## src/rtl/cpu_branch_pkg.sv

```systemverilog
// Shared types and branch classification for the BTB update queue.
package cpu_branch_pkg;

  localparam int unsigned BRANCH_XLEN         = 32;
  localparam int unsigned DEFAULT_INSTR_BYTES = 4;

  typedef struct packed {
    logic [BRANCH_XLEN-1:0] pc;
    logic [BRANCH_XLEN-1:0] target;
  } bupd_entry_t;

  typedef struct packed {
    logic mispredict;
    logic need_upd;
  } branch_class_t;

  // target_match compares predicted against actual taken target.
  function automatic branch_class_t classify_branch(input logic taken,
                                                    input logic pred_hit,
                                                    input logic target_match);
    branch_class_t c;
    c.mispredict = (pred_hit != taken) || (taken && !target_match);
    c.need_upd   = taken && (!pred_hit || !target_match);
    return c;
  endfunction

endpackage

```

## src/rtl/cpu_branch_update_queue_if.sv

```systemverilog
// Execute-to-queue resolution bus plus BTB update port.
interface cpu_branch_update_queue_if #(
  parameter int unsigned XLEN = 32
);
  logic            res_valid;
  logic            res_ready;
  logic [XLEN-1:0] res_pc;
  logic            res_taken;
  logic [XLEN-1:0] res_target;
  logic            res_pred_hit;
  logic [XLEN-1:0] res_pred_target;
  logic            redirect;
  logic [XLEN-1:0] redirect_pc;
  logic            upd_stall;
  logic            update;
  logic [XLEN-1:0] update_addr;
  logic [XLEN-1:0] update_target_addr;

  modport master (
    output res_valid, res_pc, res_taken, res_target, res_pred_hit, res_pred_target, upd_stall,
    input  res_ready, redirect, redirect_pc, update, update_addr, update_target_addr
  );

  modport slave (
    input  res_valid, res_pc, res_taken, res_target, res_pred_hit, res_pred_target, upd_stall,
    output res_ready, redirect, redirect_pc, update, update_addr, update_target_addr
  );
endinterface

```

## src/rtl/cpu_branch_update_fifo.sv

```systemverilog
// Small FIFO of BTB training entries with a merge-into-tail write port.
module cpu_branch_update_fifo
  import cpu_branch_pkg::*;
#(
  parameter int unsigned DEPTH_WIDTH = 2,
  parameter type         entry_t     = bupd_entry_t
) (
  input  logic   clk,
  input  logic   rst,
  input  logic   push,
  input  logic   merge,
  input  logic   pop,
  input  entry_t wdata,
  output entry_t head,
  output logic   tail_hit,
  output logic   full,
  output logic   empty,
  output logic   one_left
);
  localparam int unsigned DEPTH = 1 << DEPTH_WIDTH;

  typedef logic [DEPTH_WIDTH:0] ptr_t;

  ptr_t                   wptr_q, rptr_q;
  ptr_t                   used;
  logic [DEPTH_WIDTH-1:0] tail_idx;
  entry_t                 mem_q [DEPTH];

  assign used     = wptr_q - rptr_q;
  assign empty    = (wptr_q == rptr_q);
  assign full     = ((wptr_q ^ rptr_q) == {1'b1, {DEPTH_WIDTH{1'b0}}});
  assign one_left = (used == ptr_t'(1));
  assign tail_idx = wptr_q[DEPTH_WIDTH-1:0] - DEPTH_WIDTH'(1);
  assign head     = mem_q[rptr_q[DEPTH_WIDTH-1:0]];
  assign tail_hit = !empty && (mem_q[tail_idx].pc == wdata.pc);

  // Storage is deliberately not reset; the pointers alone define validity.
  always_ff @(posedge clk) begin
    if (push) begin
      mem_q[wptr_q[DEPTH_WIDTH-1:0]] <= wdata;
    end else if (merge) begin
      mem_q[tail_idx] <= wdata;
    end
  end

  always_ff @(posedge clk) begin
    if (rst) begin
      wptr_q <= '0;
      rptr_q <= '0;
    end else begin
      if (push) wptr_q <= wptr_q + ptr_t'(1);
      if (pop)  rptr_q <= rptr_q + ptr_t'(1);
    end
  end

endmodule

```

## src/rtl/cpu_branch_update_queue.sv

```systemverilog
// Branch resolution: registered redirect plus buffered BTB training writes.
// Optional CPU_BRANCH_UPDATE_STATS_EN adds saturating resolve/mispredict/merge counters.
module cpu_branch_update_queue
  import cpu_branch_pkg::*;
#(
  parameter int unsigned XLEN        = 32,
  parameter int unsigned DEPTH_WIDTH = 2,
  parameter int unsigned INSTR_BYTES = DEFAULT_INSTR_BYTES
) (
  input  logic        clk,
  input  logic        rst,
`ifdef CPU_BRANCH_UPDATE_STATS_EN
  output logic [31:0] stat_resolved,
  output logic [31:0] stat_mispredict,
  output logic [31:0] stat_merged,
`endif
  cpu_branch_update_queue_if.slave bus
);
  typedef struct packed {
    logic [XLEN-1:0] pc;
    logic [XLEN-1:0] target;
  } entry_t;

  branch_class_t   cls;
  entry_t          wdata, head;
  logic            accept, pop, push, merge;
  logic            tail_hit, full, empty, one_left;
  logic            redirect_q;
  logic [XLEN-1:0] redirect_pc_q, next_pc;

  assign accept       = bus.res_valid && !full;
  assign cls          = classify_branch(bus.res_taken, bus.res_pred_hit,
                                        bus.res_pred_target == bus.res_target);
  assign pop          = !empty && !bus.upd_stall;
  // Never merge into an entry leaving the queue this cycle.
  assign merge        = accept && cls.need_upd && tail_hit && !(pop && one_left);
  assign push         = accept && cls.need_upd && !merge;
  assign wdata.pc     = bus.res_pc;
  assign wdata.target = bus.res_target;
  assign next_pc      = bus.res_taken ? bus.res_target : bus.res_pc + XLEN'(INSTR_BYTES);

  cpu_branch_update_fifo #(
    .DEPTH_WIDTH (DEPTH_WIDTH),
    .entry_t     (entry_t)
  ) u_fifo (
    .clk      (clk),
    .rst      (rst),
    .push     (push),
    .merge    (merge),
    .pop      (pop),
    .wdata    (wdata),
    .head     (head),
    .tail_hit (tail_hit),
    .full     (full),
    .empty    (empty),
    .one_left (one_left)
  );

  always_ff @(posedge clk) begin
    if (rst) begin
      redirect_q    <= 1'b0;
      redirect_pc_q <= '0;
    end else begin
      redirect_q <= accept && cls.mispredict;
      if (accept && cls.mispredict) redirect_pc_q <= next_pc;
    end
  end

  assign bus.res_ready          = !full;
  assign bus.redirect           = redirect_q;
  assign bus.redirect_pc        = redirect_pc_q;
  assign bus.update             = pop;
  assign bus.update_addr        = head.pc;
  assign bus.update_target_addr = head.target;

`ifdef CPU_BRANCH_UPDATE_STATS_EN
  logic [31:0] resolved_q, mispredict_q, merged_q;

  always_ff @(posedge clk) begin
    if (rst) begin
      resolved_q   <= '0;
      mispredict_q <= '0;
      merged_q     <= '0;
    end else begin
      if (accept && (resolved_q != '1))                     resolved_q   <= resolved_q + 32'd1;
      if (accept && cls.mispredict && (mispredict_q != '1)) mispredict_q <= mispredict_q + 32'd1;
      if (merge && (merged_q != '1))                        merged_q     <= merged_q + 32'd1;
    end
  end

  assign stat_resolved   = resolved_q;
  assign stat_mispredict = mispredict_q;
  assign stat_merged     = merged_q;
`endif

endmodule

```

## src/flat_wrapper.sv

```systemverilog
// flat-port wrapper written by rule: the top's interface ports become plain ports
module cpu_branch_update_queue_flat import cpu_branch_pkg::*;
#(
  parameter int unsigned XLEN        = 32,
  parameter int unsigned DEPTH_WIDTH = 2,
  parameter int unsigned INSTR_BYTES = DEFAULT_INSTR_BYTES
)
  (clk, rst, bus_res_valid, bus_res_pc, bus_res_taken, bus_res_target, bus_res_pred_hit, bus_res_pred_target, bus_upd_stall, bus_res_ready, bus_redirect, bus_redirect_pc, bus_update, bus_update_addr, bus_update_target_addr);
  cpu_branch_update_queue_if #(.XLEN(XLEN)) bus_i ();
  input  logic clk;
  input  logic rst;
  input wire logic [$bits(bus_i.res_valid)-1:0] bus_res_valid;
  input wire logic [$bits(bus_i.res_pc)-1:0] bus_res_pc;
  input wire logic [$bits(bus_i.res_taken)-1:0] bus_res_taken;
  input wire logic [$bits(bus_i.res_target)-1:0] bus_res_target;
  input wire logic [$bits(bus_i.res_pred_hit)-1:0] bus_res_pred_hit;
  input wire logic [$bits(bus_i.res_pred_target)-1:0] bus_res_pred_target;
  input wire logic [$bits(bus_i.upd_stall)-1:0] bus_upd_stall;
  output wire logic [$bits(bus_i.res_ready)-1:0] bus_res_ready;
  output wire logic [$bits(bus_i.redirect)-1:0] bus_redirect;
  output wire logic [$bits(bus_i.redirect_pc)-1:0] bus_redirect_pc;
  output wire logic [$bits(bus_i.update)-1:0] bus_update;
  output wire logic [$bits(bus_i.update_addr)-1:0] bus_update_addr;
  output wire logic [$bits(bus_i.update_target_addr)-1:0] bus_update_target_addr;
  assign bus_i.res_valid = bus_res_valid;
  assign bus_i.res_pc = bus_res_pc;
  assign bus_i.res_taken = bus_res_taken;
  assign bus_i.res_target = bus_res_target;
  assign bus_i.res_pred_hit = bus_res_pred_hit;
  assign bus_i.res_pred_target = bus_res_pred_target;
  assign bus_i.upd_stall = bus_upd_stall;
  assign bus_res_ready = bus_i.res_ready;
  assign bus_redirect = bus_i.redirect;
  assign bus_redirect_pc = bus_i.redirect_pc;
  assign bus_update = bus_i.update;
  assign bus_update_addr = bus_i.update_addr;
  assign bus_update_target_addr = bus_i.update_target_addr;
  cpu_branch_update_queue #(.XLEN(XLEN), .DEPTH_WIDTH(DEPTH_WIDTH), .INSTR_BYTES(INSTR_BYTES)) u_core (.clk(clk), .rst(rst), .bus(bus_i));
endmodule
```

## config.mk

```make
export PLATFORM = sky130hd
export DESIGN_NAME = cpu_branch_update_queue_flat
export DESIGN_NICKNAME = d
export VERILOG_FILES = /design/src/rtl/cpu_branch_pkg.sv /design/src/rtl/cpu_branch_update_queue_if.sv /design/src/rtl/cpu_branch_update_fifo.sv /design/src/rtl/cpu_branch_update_queue.sv /design/src/flat_wrapper.sv
export SDC_FILE = /design/constraint.sdc
export NUM_CORES = 1
export LEC_CHECK = 0
export ABC_AREA = 1
export BUFFER_PORTS_ARGS = -buffer_cell sky130_fd_sc_hd__buf_4
export CAP_MARGIN = 10
export CORE_MARGIN = 2
export CORE_UTILIZATION = 30
export DETAILED_ROUTE_END_ITERATION = 6
export PLACE_DENSITY = 0.46
export SETUP_SLACK_MARGIN = 0.05
export SLEW_MARGIN = 5
export SYNTH_ARGS = -nofsm -noshare
export SYNTH_HDL_FRONTEND = slang
export SYNTH_HIERARCHICAL = 1
export SYNTH_SLANG_ARGS = --single-unit
```

## constraint.sdc

```tcl
create_clock -name clk -period 7.3 [get_ports clk]
set_clock_uncertainty 0.15 [all_clocks]
set_input_delay 1.46 -clock clk [delete_from_list [all_inputs] [get_ports clk]]
set_output_delay 1.46 -clock clk [all_outputs]
set_load 0.1 [all_outputs]
```

## After elaboration in Yosys (flattened, before gate mapping)

Memories as Yosys holds them, arrays and structs flattened. A register that Yosys moved wholly into a read port is not among the register bits.
Index checks and enable logic that the tools add are counted.

- Flip-flop bits (word level): 39
- Memory bits (writable): 256
- Output and inout bits: 99
- Memories: 1

- Add/subtract/negate cells: 5
- Equality and inequality tests: 6
- Multiplexer cells: 11
- Bitwise gates (word level): 1
- Reduce and logical (&&, ||, !) cells: 21

Memories:

| name | words | bits a word | read ports | clocked after memory_dff | wr ports | RTL line | text |
|---|---|---|---|---|---|---|---|
| u_core.u_fifo.mem_q | 4 | 64 | 2 | 1 | 1 | cpu_branch_update_fifo.sv:27 | `entry_t mem_q [DEPTH];` |

Operator list:

| kind | count |
|---|---|
| $eq 32x32->1 | 2 |
| $mux 64 | 1 |
| $reduce_or 64->1 | 1 |
| $add 32x3->32 const B | 1 |
| $mux 32 | 1 |
| $logic_and 1x1->1 | 11 |
| $logic_not 1->1 | 7 |
| $add 3x1->3 const B | 2 |
| $mux 1 | 6 |
| $mux 2 | 3 |
| $eq 3x1->1 const B | 1 |
| $eq 3x3->1 | 1 |
| $eq 3x3->1 const B | 1 |
| $sub 3x3->3 | 1 |
| $xor 3x3->3 | 1 |
| $logic_or 1x1->1 | 2 |
| $sub 2x1->2 const B | 1 |
| $ne 1x1->1 | 1 |

## Longest topological paths before layout

Gate-level depths: netlist of run 1.

- Word-level depth: 13
- Gate-level depth with buffers: 23
- Gate-level depth less buffers: 21

## Modules after synthesis

Netlist of run 1, hierarchy kept.

By module, submodules not included:

| module | times used | cells an instance | area each (sq um) |
|---|---|---|---|
| cpu_branch_update_fifo | 1 | 1,027 | 11,385.9 |
| cpu_branch_update_queue | 1 | 660 | 3,493.4 |

## Least setup slack after synthesis of run 1

No wires, ideal clock.

- Kind: input-to-reg
- From: input port bus_upd_stall
- To: memory u_core/u_fifo/mem_q[0][0] (netlist bit) (enable)
- Library setup time: 0.487 ns
- Arrival: 6.583 ns
- Data required time: 6.663 ns
- Path slack: 0.080 ns
- Cell stages on the path: 10
- Path through: nor2_1 nand2_1 nand2_1 nor2_1 nor2_1 inv_1 nand2_1 xor2_1 inv_1 nor2_1

- Longest elaborated chain between the ends: 11
- Elaborated cells between the ends (all ways): 15

RTL lines:

| element | RTL line | text |
|---|---|---|
| from (decl) | flat_wrapper.sv:18 | `input wire logic [$bits(bus_i.upd_stall)-1:0] bus_upd_stall;` |
| $logic_not 1->1 * | cpu_branch_update_queue.sv:34 | `assign pop = !empty && !bus.upd_stall;` |
| $logic_and 1x1->1 * | cpu_branch_update_queue.sv:34 |  |
| $logic_and 1x1->1 * | cpu_branch_update_queue.sv:36 | `assign merge = accept && cls.need_upd && tail_hit && !(pop && one_left);` |
| $logic_not 1->1 * | cpu_branch_update_queue.sv:36 |  |
| $logic_and 1x1->1 * | cpu_branch_update_queue.sv:36 |  |
| net u_core.merge | cpu_branch_update_queue.sv:26 | `logic accept, pop, push, merge;` |
| $logic_not 1->1 * | cpu_branch_update_queue.sv:37 | `assign push = accept && cls.need_upd && !merge;` |
| $logic_and 1x1->1 * | cpu_branch_update_queue.sv:37 |  |
| net u_core.push | cpu_branch_update_queue.sv:26 |  |
| $mux 1 | cpu_branch_update_fifo.sv:39 | `if (push) begin` |
| $mux 1 (not written as such) | cpu_branch_update_fifo.sv:42 | `mem_q[tail_idx] <= wdata;` |
| $reduce_or 64->1 (no line) | -- |  |
| $mux 2 (no line) / $mux 1 (equally long branches) | -- |  |
| to (decl) | cpu_branch_update_fifo.sv:27 |  |

The timed path passes the listed nets; every way through them passes the cells marked *.

## Final worst setup path of run 1

- From: register u_core.u_fifo.wptr_q[0]
- To: memory u_core/u_fifo/mem_q[0][59] (netlist bit) (enable)

- Longest elaborated chain between the ends: 13
- Elaborated cells between the ends (all ways): 28

RTL lines:

| element | RTL line | text |
|---|---|---|
| from (decl) | cpu_branch_update_fifo.sv:24 | `ptr_t wptr_q, rptr_q;` |
| from (signal assigned) | cpu_branch_update_fifo.sv:51 | `if (push) wptr_q <= wptr_q + ptr_t'(1);` |
| $xor 3x3->3 * | cpu_branch_update_fifo.sv:31 | `assign full = ((wptr_q ^ rptr_q) == {1'b1, {DEPTH_WIDTH{1'b0}}});` |
| $eq 3x3->1 * | cpu_branch_update_fifo.sv:31 |  |
| net u_core.full | cpu_branch_update_queue.sv:27 | `logic tail_hit, full, empty, one_left;` |
| $logic_not 1->1 * | cpu_branch_update_queue.sv:31 | `assign accept = bus.res_valid && !full;` |
| $logic_and 1x1->1 * | cpu_branch_update_queue.sv:31 |  |
| $logic_and 1x1->1 * (3 in a row) | cpu_branch_update_queue.sv:36 |  |
| net u_core.merge | cpu_branch_update_queue.sv:26 |  |
| $logic_not 1->1 * | cpu_branch_update_queue.sv:37 |  |
| $logic_and 1x1->1 * | cpu_branch_update_queue.sv:37 |  |
| net u_core.push | cpu_branch_update_queue.sv:26 |  |
| $mux 1 | cpu_branch_update_fifo.sv:39 |  |
| $mux 1 (not written as such) | cpu_branch_update_fifo.sv:42 |  |
| $reduce_or 64->1 (no line) | -- |  |
| $mux 2 (no line) / $mux 1 (equally long branches) | -- |  |

Marks and branches as above.

==> results of run 1 <==
## report_power, final
group          internal, mW  total, mW  switching, mW
Sequential             1.90       1.96         0.0624
Clock                  1.08       1.77          0.699
Combinational         0.347       1.68           1.33
## layout make-up
| cell class | count | area [um^2] | share of cell area |
|---|---|---|---|
| flip-flops and latches | 297 | 8520 | 0.470 |
| multi-input cells | 1194 | 5560 | 0.306 |
| repair buffers | 214 | 1640 | 0.0907 |
| clock buffers | 48 | 1010 | 0.0557 |
| well taps | 664 | 831 | 0.0458 |
| inverters | 114 | 429 | 0.0237 |
| clock inverters | 14 | 144 | 0.00794 |
## worst max-delay path, stage by stage (launching register included)
cell and delay (ps):
dfxtp_2 620, inv_2 520, ha_1 510, nand2_1 60, nor2_1 250, inv_1 150, nand2_1 170, nor2_1 60
nand2_1 230, nor2_1 110, nor2_1 280, inv_1 120, nand2_1 120, xor2_1 420, inv_1 200, nor2_4 590
buf_4 430
## synthesized netlist by cell type
master / n / area (um^2)
nand2_1: 436 / 1640
nor2_1: 265 / 995
edfxtp_1: 256 / 7690
o21ai_0: 158 / 791
nand3_1: 127 / 636
inv_1: 107 / 402
o22ai_1: 65 / 407
clkbuf_1: 46 / 173
dfxtp_1: 41 / 821
a21oi_1: 31 / 155
nand3b_1: 23 / 173
xor2_1: 20 / 175
buf_2: 17 / 85.1
xnor2_1: 15 / 131
nand4_1: 11 / 68.8
buf_4: 8 / 60.1
buf_6: 7 / 78.8
a21boi_0: 5 / 37.5
ha_1: 5 / 62.6
inv_2: 5 / 18.8
nor2_2: 5 / 31.3
a21oi_2: 4 / 35.0
o21ai_1: 4 / 20.0
or2_2: 4 / 25.0
nor3_1: 3 / 15.0
buf_1: 2 / 7.51
clkinv_1: 2 / 7.51
mux2i_1: 2 / 20.0
nand2_2: 2 / 12.5
o21bai_1: 2 / 15.0
a31oi_1: 1 / 6.26
and2_1: 1 / 6.26
clkbuf_4: 1 / 7.51
clkbuf_8: 1 / 13.8
fa_1: 1 / 20.0
nand3_4: 1 / 17.5
nor2_4: 1 / 11.3
nor3b_1: 1 / 7.51
o211ai_1: 1 / 7.51
## registers in the layout, summed over array words and instances, names as in the netlist, named ones only
register,cells
u_core/bus.redirect,1
u_core/bus.redirect_pc,32
u_core/u_fifo/mem_q,256
u_core/u_fifo/rptr_q,3
u_core/u_fifo/wptr_q,3
## stage by stage
step	total power, mW	hold WS, ps	utilization
floorplan	3.21	344	-
global placement	3.68	328	0.347
detailed placement	3.69	326	0.347
CTS	5.48	346	0.370
global route	5.63	373	0.370
finish	5.42	339	0.370
## layer usage
metal,share of wire,GRT usage
met1,0.45,0.281
met2,0.46,0.325
met3,0.061,0.0351
met4,0.028,0.0647
met5,0,0
## logic make-up (layout without fill, tap and decap cells)
kind of cell | count (synthesis) | after routing | synth area share
and+or+nand+nor | 880 | 880 | 0.244
DFF | 297 | 297 | 0.572
AOI/OAI and AO/OA | 271 | 271 | 0.0991
buffers and inverters | 196 | 390 | 0.0574
xor gates and xnor gates | 35 | 35 | 0.0206
adders and majority gates | 6 | 6 | 0.00555
muxes | 2 | 2 | 0.00135
## worst max-delay path by stage
stage	endpoint	slack, ps	depth (start not counted)
final	u_core/u_fifo/mem_q[0][59]$_DFFE_PP_	1930	16
after CTS	u_core/u_fifo/mem_q[0][39]$_DFFE_PP_	1840	16
after detailed placement	u_core/u_fifo/mem_q[0][56]$_DFFE_PP_	1870	16
after global placement	u_core/u_fifo/mem_q[0][56]$_DFFE_PP_	1950	15
after global routing	u_core/u_fifo/mem_q[0][59]$_DFFE_PP_	1570	15
after floorplan	u_core/u_fifo/mem_q[0][0]$_DFFE_PP_	80	10
==> flow_summary.yaml, run 1 <==
worst_hold_path:
  hold_path_end: "u_core/bus.redirect_pc[6]$_SDFFE_PP0P_"
  hold_depth: 2
  worstHoldStart: "u_core/bus.redirect_pc[6]$_SDFFE_PP0P_"
  hold_path.class: "flip-flop to flip-flop"
cells_and_area:
  layout_common_cells: "nand2_1 (436), nor2_1 (261), edfxtp_1 (256)"
  area_delta_synth_final_pct: 21.8
  drive_gt1_frac: 0.155
  design_area_um2: 18100
  layout_commonest_cell: "nand2_1"
  diodes: 0
  fillCellCount: 5034
  fin_nets: 1966
  finalNonFillerCells: 2545
drt:
  drc: 0
  finalWirelength_um: 52900
  drt_iter0_drc: 1050
  firstDrtPassIters: 6
  wire_per_inst_um: 20.8
  vias: 12500
  via_per_inst: 4.93
  antenna_left: 0
die:
  core-area_um2: 49000
  die_area_um2: 51400
  die_w_um: 227
  start_util: 0.304
  die_height_um: 227
  row_count: 81
  ios: 201
timing:
  max_freq_mhz: 186
  setup_ws_ps: 1930
  grt_setup_unrepaired: "false"
  final_max_slew_viol_count: 0
  tightest_slew_ps: 1140
  fin_crit_sh: 0.736
  slew_headroom: 0.236
  hold_violations: 0
  setup_tns_ps: 0
  min_period_ps: 5370
  setup_viol: 0
setup_path:
  crit_path_start_kind: "flip-flop"
  critical_path_required_ps: 7350
  reg2reg_to: "u_core/u_fifo/mem_q[0][59]$_DFFE_PP_"
  cp-startpoint: "u_core/u_fifo/wptr_q[0]$_SDFFE_PP0P_"
  endpoint_kind: "flip-flop"
  reg2reg_from: "u_core/u_fifo/wptr_q[0]$_SDFFE_PP0P_"
  critPathMaxFanout: 51
  reg2regPathDepth: 16
  reg2reg_slack_ps: 1930
  critPathKind: "flip-flop to flip-flop"
  arrival_ps: 5420
global_routing:
  antenna_found_initial: 0
  grt_pass1_wl_um: 77400
  grt_util_all_layers: 0.204
  grt-ovfl-total: 0
  grt_pass1_vias: 12200
  grt_max_degree: 68
clocking:
  numCtsBuffers: 37
  cts_resized: 0
  cts-root-buf: "clkbuf_16"
  path_clk_slew_ps: 60
  holdBufCountCts: 0
  clockBufferDepth: 3
  htreeDepth: 2
  cts.sinks: 297
  clock_latency_ps: 550
  postCtsSetupBuffers: 0
  cts_tree: "done"
synthesis:
  syn_avg_cell_area_um2: 8.82
  syn_area_um2: 14900
  yosysWarnings: 6
  synthesis.nets: 1795
  yosysSeqAreaShare: 0.572
  synth_seq_cells: 297
  synth_cells: 1687
  yosysUniqueCellTypes: 39
flow_run:
  cap_violations: 0
status:
  outcome: "completed"
placement:
  dp_hpwl_um: 35100
  dpl-instance-area_um2: 17000
  place_ws_ps: 1870
  io_buffers: 200
  dpl.cell_count: 2483
  gp_congestion: 0.914
power_and_ir_drop:
  power_density_nw_per_um2: 299
  peakVddDrop_v: 0.000160
  p_leak_nw: 7.30
Power figures use the tool's default switching activity.
==> inputs of run 2 (changes only) <==
Clock period 7.3 ns to 5.1 ns, I/O delays scaled along.
==> flow_summary.yaml, run 2 (synthesis results as in run 1) <==
die:
  die_height_um: 227
  ios: 201
  die_w_um: 227
  start_util: 0.304
  row_count: 81
  die_area_um2: 51400
  core-area_um2: 49000
placement:
  gp_congestion: 0.898
  dp_hpwl_um: 36200
  io_buffers: 200
cells_and_area:
  fin_nets: 1976
  area_delta_synth_final_pct: 22.4
  fillCellCount: 4959
  multiInputGateArea_um2: 5560
  largest-register: "u_core/u_fifo/mem_q"
  layout_common_cells: "nand2_1 (436), nor2_1 (260), edfxtp_1 (256)"
  regArea_um2: 8520
  final_util: 0.372
  diodes: 0
  drive_gt1_frac: 0.162
  largest_reg_flops: 256
  layout_commonest_cell: "nand2_1"
timing:
  grt_setup_unrepaired: "false"
  slew_headroom: 0.235
  hold_violations: 0
  fin_crit_sh: 0.875
  setup_viol: 0
  final_max_slew_viol_count: 0
  max_freq_mhz: 224
  min_period_ps: 4460
  setup_tns_ps: 0
  tightest_slew_ps: 1150
setup_path:
  critical_path_required_ps: 5170
  critPathMaxFanout: 32
  reg2reg_from: "u_core/u_fifo/wptr_q[0]$_SDFFE_PP0P_"
  reg2reg_slack_ps: 640
  reg2reg_to: "u_core/u_fifo/mem_q[2][5]$_DFFE_PP_"
  reg2regPathDepth: 20
  endpoint_kind: "flip-flop"
  crit_path_start_kind: "flip-flop"
  critPathKind: "flip-flop to flip-flop"
  arrival_ps: 4530
  cp-endpoint: "u_core/u_fifo/mem_q[2][5]$_DFFE_PP_"
  cp-startpoint: "u_core/u_fifo/wptr_q[0]$_SDFFE_PP0P_"
drt:
  vias: 12500
  wire_per_inst_um: 20.5
  drt_iter0_drc: 1127
  firstDrtPassIters: 5
  via_per_inst: 4.91
  finalWirelength_um: 52400
  antenna_left: 0
  drc: 0
global_routing:
  grt_max_degree: 65
  grt_pass1_wl_um: 76800
  grt_util_all_layers: 0.202
  grt-ovfl-total: 0
  antenna_found_initial: 0
  grt_pass1_vias: 12200
clocking:
  cts_resized: 0
  postCtsSetupBuffers: 0
  htreeDepth: 2
  cts.sinks: 297
  path_clk_slew_ps: 60
  numCtsBuffers: 35
  cts-root-buf: "clkbuf_16"
  clock_latency_ps: 540
  cts_tree: "done"
  holdBufCountCts: 0
  clockBufferDepth: 3
power_and_ir_drop:
  power_density_nw_per_um2: 418
  p_leak_nw: 7.35
  peakVddDrop_v: 0.000205
flow_run:
  cap_violations: 0
worst_hold_path:
  hold_path.class: "flip-flop to flip-flop"
status:
  outcome: "completed"
-- run 2: cell count changes in the layout (fill, tap and decap cells not counted), moves of 3 or more --
cell,delta
buf_12,+6
buf_4,+6
clkbuf_1,-3
clkinv_2,+3
-- run 2: per-layer routing --
layer / routed length, um / track usage / part of all wire / vias up
met5: 0 / 0 / 0 / -
met4: 1360 / 0.0630 / 0.026 / 0
met1: 23600 / 0.280 / 0.45 / 5950
met2: 23800 / 0.319 / 0.45 / 453
met3: 3600 / 0.0391 / 0.069 / 78
li1: - / - / - / 6066
-- run 2: where the power goes --
group	internal (mW)	switching (mW)	total, mW
logic	0.514	1.94	2.45
clock network	1.41	0.983	2.39
registers	2.72	0.0571	2.77
total	4.64	2.98	7.62
-- run 2: worst min-delay path by stage --
stage,endpoint,slack [ps],from,depth (start not counted)
floorplan,u_core/u_fifo/wptr_q[2]$_SDFFE_PP0P_,340,u_core/u_fifo/wptr_q[2]$_SDFFE_PP0P_,2
global placement,u_core/bus.redirect_pc[0]$_SDFFE_PP0P_,330,u_core/bus.redirect_pc[0]$_SDFFE_PP0P_,2
detailed placement,u_core/bus.redirect_pc[22]$_SDFFE_PP0P_,330,u_core/bus.redirect_pc[22]$_SDFFE_PP0P_,2
CTS,u_core/bus.redirect_pc[8]$_SDFFE_PP0P_,350,u_core/bus.redirect_pc[8]$_SDFFE_PP0P_,2
global route,u_core/bus.redirect_pc[22]$_SDFFE_PP0P_,380,u_core/bus.redirect_pc[22]$_SDFFE_PP0P_,2
finish,u_core/bus.redirect_pc[22]$_SDFFE_PP0P_,350,u_core/bus.redirect_pc[22]$_SDFFE_PP0P_,2
-- run 2: area by class of cell --
| class | instances | share of cell area |
|---|---|---|
| clock inverter | 13 | 0.00460 |
| inverter | 114 | 0.0236 |
| tap | 664 | 0.0456 |
| timing repair buffer | 226 | 0.0993 |
| multi-input combinational | 1194 | 0.305 |
| clock buffer | 47 | 0.0544 |
| sequential | 297 | 0.467 |
-- run 2: per-stage QoR --
step           power (mW)  area, um^2  hold slack, ps  cells  worst slack, ps
3_3_place_gp         5.28       17100             330   2495              706
6_report             7.62       18200             348   2555              637
3_5_place_dp         5.29       17100             326   2495              655
5_1_grt              7.92       18200             377   2555              280
2_1_floorplan        4.59       14900             344   1687              240
4_1_cts              7.69       18200             351   2555              640
-- run 2: worst max-delay path, stage by stage (launching register included) --
cell     delay [ps]
dfxtp_2         590
ha_1            330
inv_2           260
buf_4           250
nand3_1         110
nand3_1          90
nand2_1          50
nor2_1          100
nand2_1          60
nor2_1          220
nand3_1         130
nor2_1          110
nand2_1          60
nor2_1          180
nor2_1          130
inv_1           110
nand2_1          90
xor2_1          420
inv_1           200
nor2_4          190
buf_12          260
==> inputs of run 3 (changes only) <==
Settings changed: GPL_TIMING_DRIVEN set to 0.
==> flow_summary.yaml, run 3 (synthesis results as in run 1) <==
timing:
  setup_tns_ps: 0
  max_freq_mhz: 213
  slew_headroom: 0.396
  grt_setup_unrepaired: "false"
  final_max_slew_viol_count: 0
  hold_violations: 0
  hold_ws_ps: 355
  setup_viol: 0
  min_period_ps: 4700
  tightest_slew_ps: 906
  fin_crit_sh: 0.921
cells_and_area:
  largest-register: "u_core/u_fifo/mem_q"
  largest_reg_flops: 256
  drive_gt1_frac: 0.164
  layout_common_cells: "nand2_1 (436), nor2_1 (260), edfxtp_1 (256)"
  fin_nets: 2051
  diodes: 0
  design_area_um2: 18600
  layout_commonest_cell: "nand2_1"
  area_delta_synth_final_pct: 25.0
  final_util: 0.380
die:
  start_util: 0.304
  ios: 201
  core-area_um2: 49000
  row_count: 81
  die_w_um: 227
  die_height_um: 227
  die_area_um2: 51400
setup_path:
  crit_path_start_kind: "flip-flop"
  reg2reg_from: "u_core/u_fifo/wptr_q[0]$_SDFFE_PP0P_"
  critPathMaxFanout: 21
  reg2reg_to: "u_core/u_fifo/mem_q[2][36]$_DFFE_PP_"
  endpoint_kind: "flip-flop"
  cp-startpoint: "u_core/u_fifo/wptr_q[0]$_SDFFE_PP0P_"
  arrival_ps: 4790
  cp-endpoint: "u_core/u_fifo/mem_q[2][36]$_DFFE_PP_"
  reg2reg_slack_ps: 400
  reg2regPathDepth: 22
  critical_path_required_ps: 5190
  critPathKind: "flip-flop to flip-flop"
clocking:
  htreeDepth: 2
  numCtsBuffers: 36
  clock_latency_ps: 550
  path_clk_slew_ps: 60
  holdBufCountCts: 0
  cts_tree: "done"
  cts.sinks: 297
  clockBufferDepth: 3
  cts-root-buf: "clkbuf_16"
drt:
  via_per_inst: 4.94
  firstDrtPassIters: 5
  vias: 13000
  antenna_left: 0
  drt_iter0_drc: 1170
  drc: 0
  finalWirelength_um: 57200
  wire_per_inst_um: 21.8
global_routing:
  antenna_found_initial: 1
  grt_pass1_vias: 12600
  grt_util_all_layers: 0.221
  grt_pass1_wl_um: 82500
  grt_max_degree: 26
  grt-ovfl-total: 0
placement:
  io_buffers: 199
  dpl-instance-area_um2: 17500
  dp_hpwl_um: 40900
  gp_congestion: 0.880
power_and_ir_drop:
  power_density_nw_per_um2: 413
  p_leak_nw: 7.52
  internal-power_mw: 4.59
  peakVddDrop_v: 0.000199
  p_switching_mw: 3.09
  comb_power_share: 0.339
  total_power_mw: 7.69
  p_seq_frac: 0.358
  p_sw_frac: 0.403
  p_clk_frac: 0.303
worst_hold_path:
  hold_depth: 2
  hold_path.class: "flip-flop to flip-flop"
status:
  outcome: "completed"
flow_run:
  cap_violations: 0
[run 3: power groups by stage]
stage                     Clock (mW)  Sequential, mW  Combinational [mW]
after global placement             0            2.81                2.58
after floorplan                    0            2.94                1.65
final                           2.33            2.75                2.60
after CTS                       2.38            2.76                2.61
after global routing            2.46            2.76                2.73
after detailed placement           0            2.80                2.60
[run 3: worst min-delay path by stage]
| stage | start | to |
|---|---|---|
| floorplan | u_core/u_fifo/wptr_q[2]$_SDFFE_PP0P_ | u_core/u_fifo/wptr_q[2]$_SDFFE_PP0P_ |
| global placement | u_core/bus.redirect_pc[20]$_SDFFE_PP0P_ | u_core/bus.redirect_pc[20]$_SDFFE_PP0P_ |
| detailed placement | u_core/bus.redirect_pc[18]$_SDFFE_PP0P_ | u_core/bus.redirect_pc[18]$_SDFFE_PP0P_ |
| CTS | u_core/bus.redirect_pc[20]$_SDFFE_PP0P_ | u_core/bus.redirect_pc[20]$_SDFFE_PP0P_ |
| global route | u_core/bus.redirect_pc[9]$_SDFFE_PP0P_ | u_core/bus.redirect_pc[9]$_SDFFE_PP0P_ |
| finish | u_core/bus.redirect_pc[0]$_SDFFE_PP0P_ | u_core/bus.redirect_pc[0]$_SDFFE_PP0P_ |
[run 3: layer usage]
| metal | GRT usage | part of all wire | up-vias |
|---|---|---|---|
| li1 | - | - | 6216 |
| met1 | 0.307 | 0.45 | 6252 |
| met5 | 0 | 0 | - |
| met4 | 0.0590 | 0.023 | 0 |
| met2 | 0.360 | 0.47 | 436 |
| met3 | 0.0330 | 0.057 | 82 |
[run 3: cell type report]
cell class	instances	area, um^2
Buffer	82	428
Clock buffer	49	981
Clock inverter	10	51.3
Fill cell	4931	30300
Inverter	114	428
Multi-Input combinational cell	1195	5580
Sequential cell	297	8510
Tap cell	664	831
Timing Repair Buffer	217	1800
[run 3: repair_timing]
action / 4_1_cts / 5_1_grt
setup buffers: 2 / 5
endpoints found under the setup margin: 21 / 197
pin swaps: 1 / 3
gates resized for setup: 0 / 4
gates cloned: 0 / 1
[run 3: worst max-delay path, stage by stage, from the launching register on]
cell	delay (ps)
dfxtp_1	430
ha_1	260
buf_2	190
inv_2	150
buf_2	340
nand3_1	180
nand3b_1	170
nand2_1	60
nor2_1	100
nand2_1	60
nor2_1	220
nand3_1	140
nor2_1	160
nand2_1	70
nor2_1	180
nor2_1	140
inv_1	110
nand2_1	150
xor2_4	320
inv_1	180
nor2_4	200
buf_16	190
buf_12	210
[run 3: metrics by stage]
step / setup slack, ps / std cells
after floorplan: 240 / 1687
after global placement: -1160 / 2550
after detailed placement: -82.4 / 2561
after CTS: 63.0 / 2622
after global routing: 72.9 / 2628
final: 401 / 2628
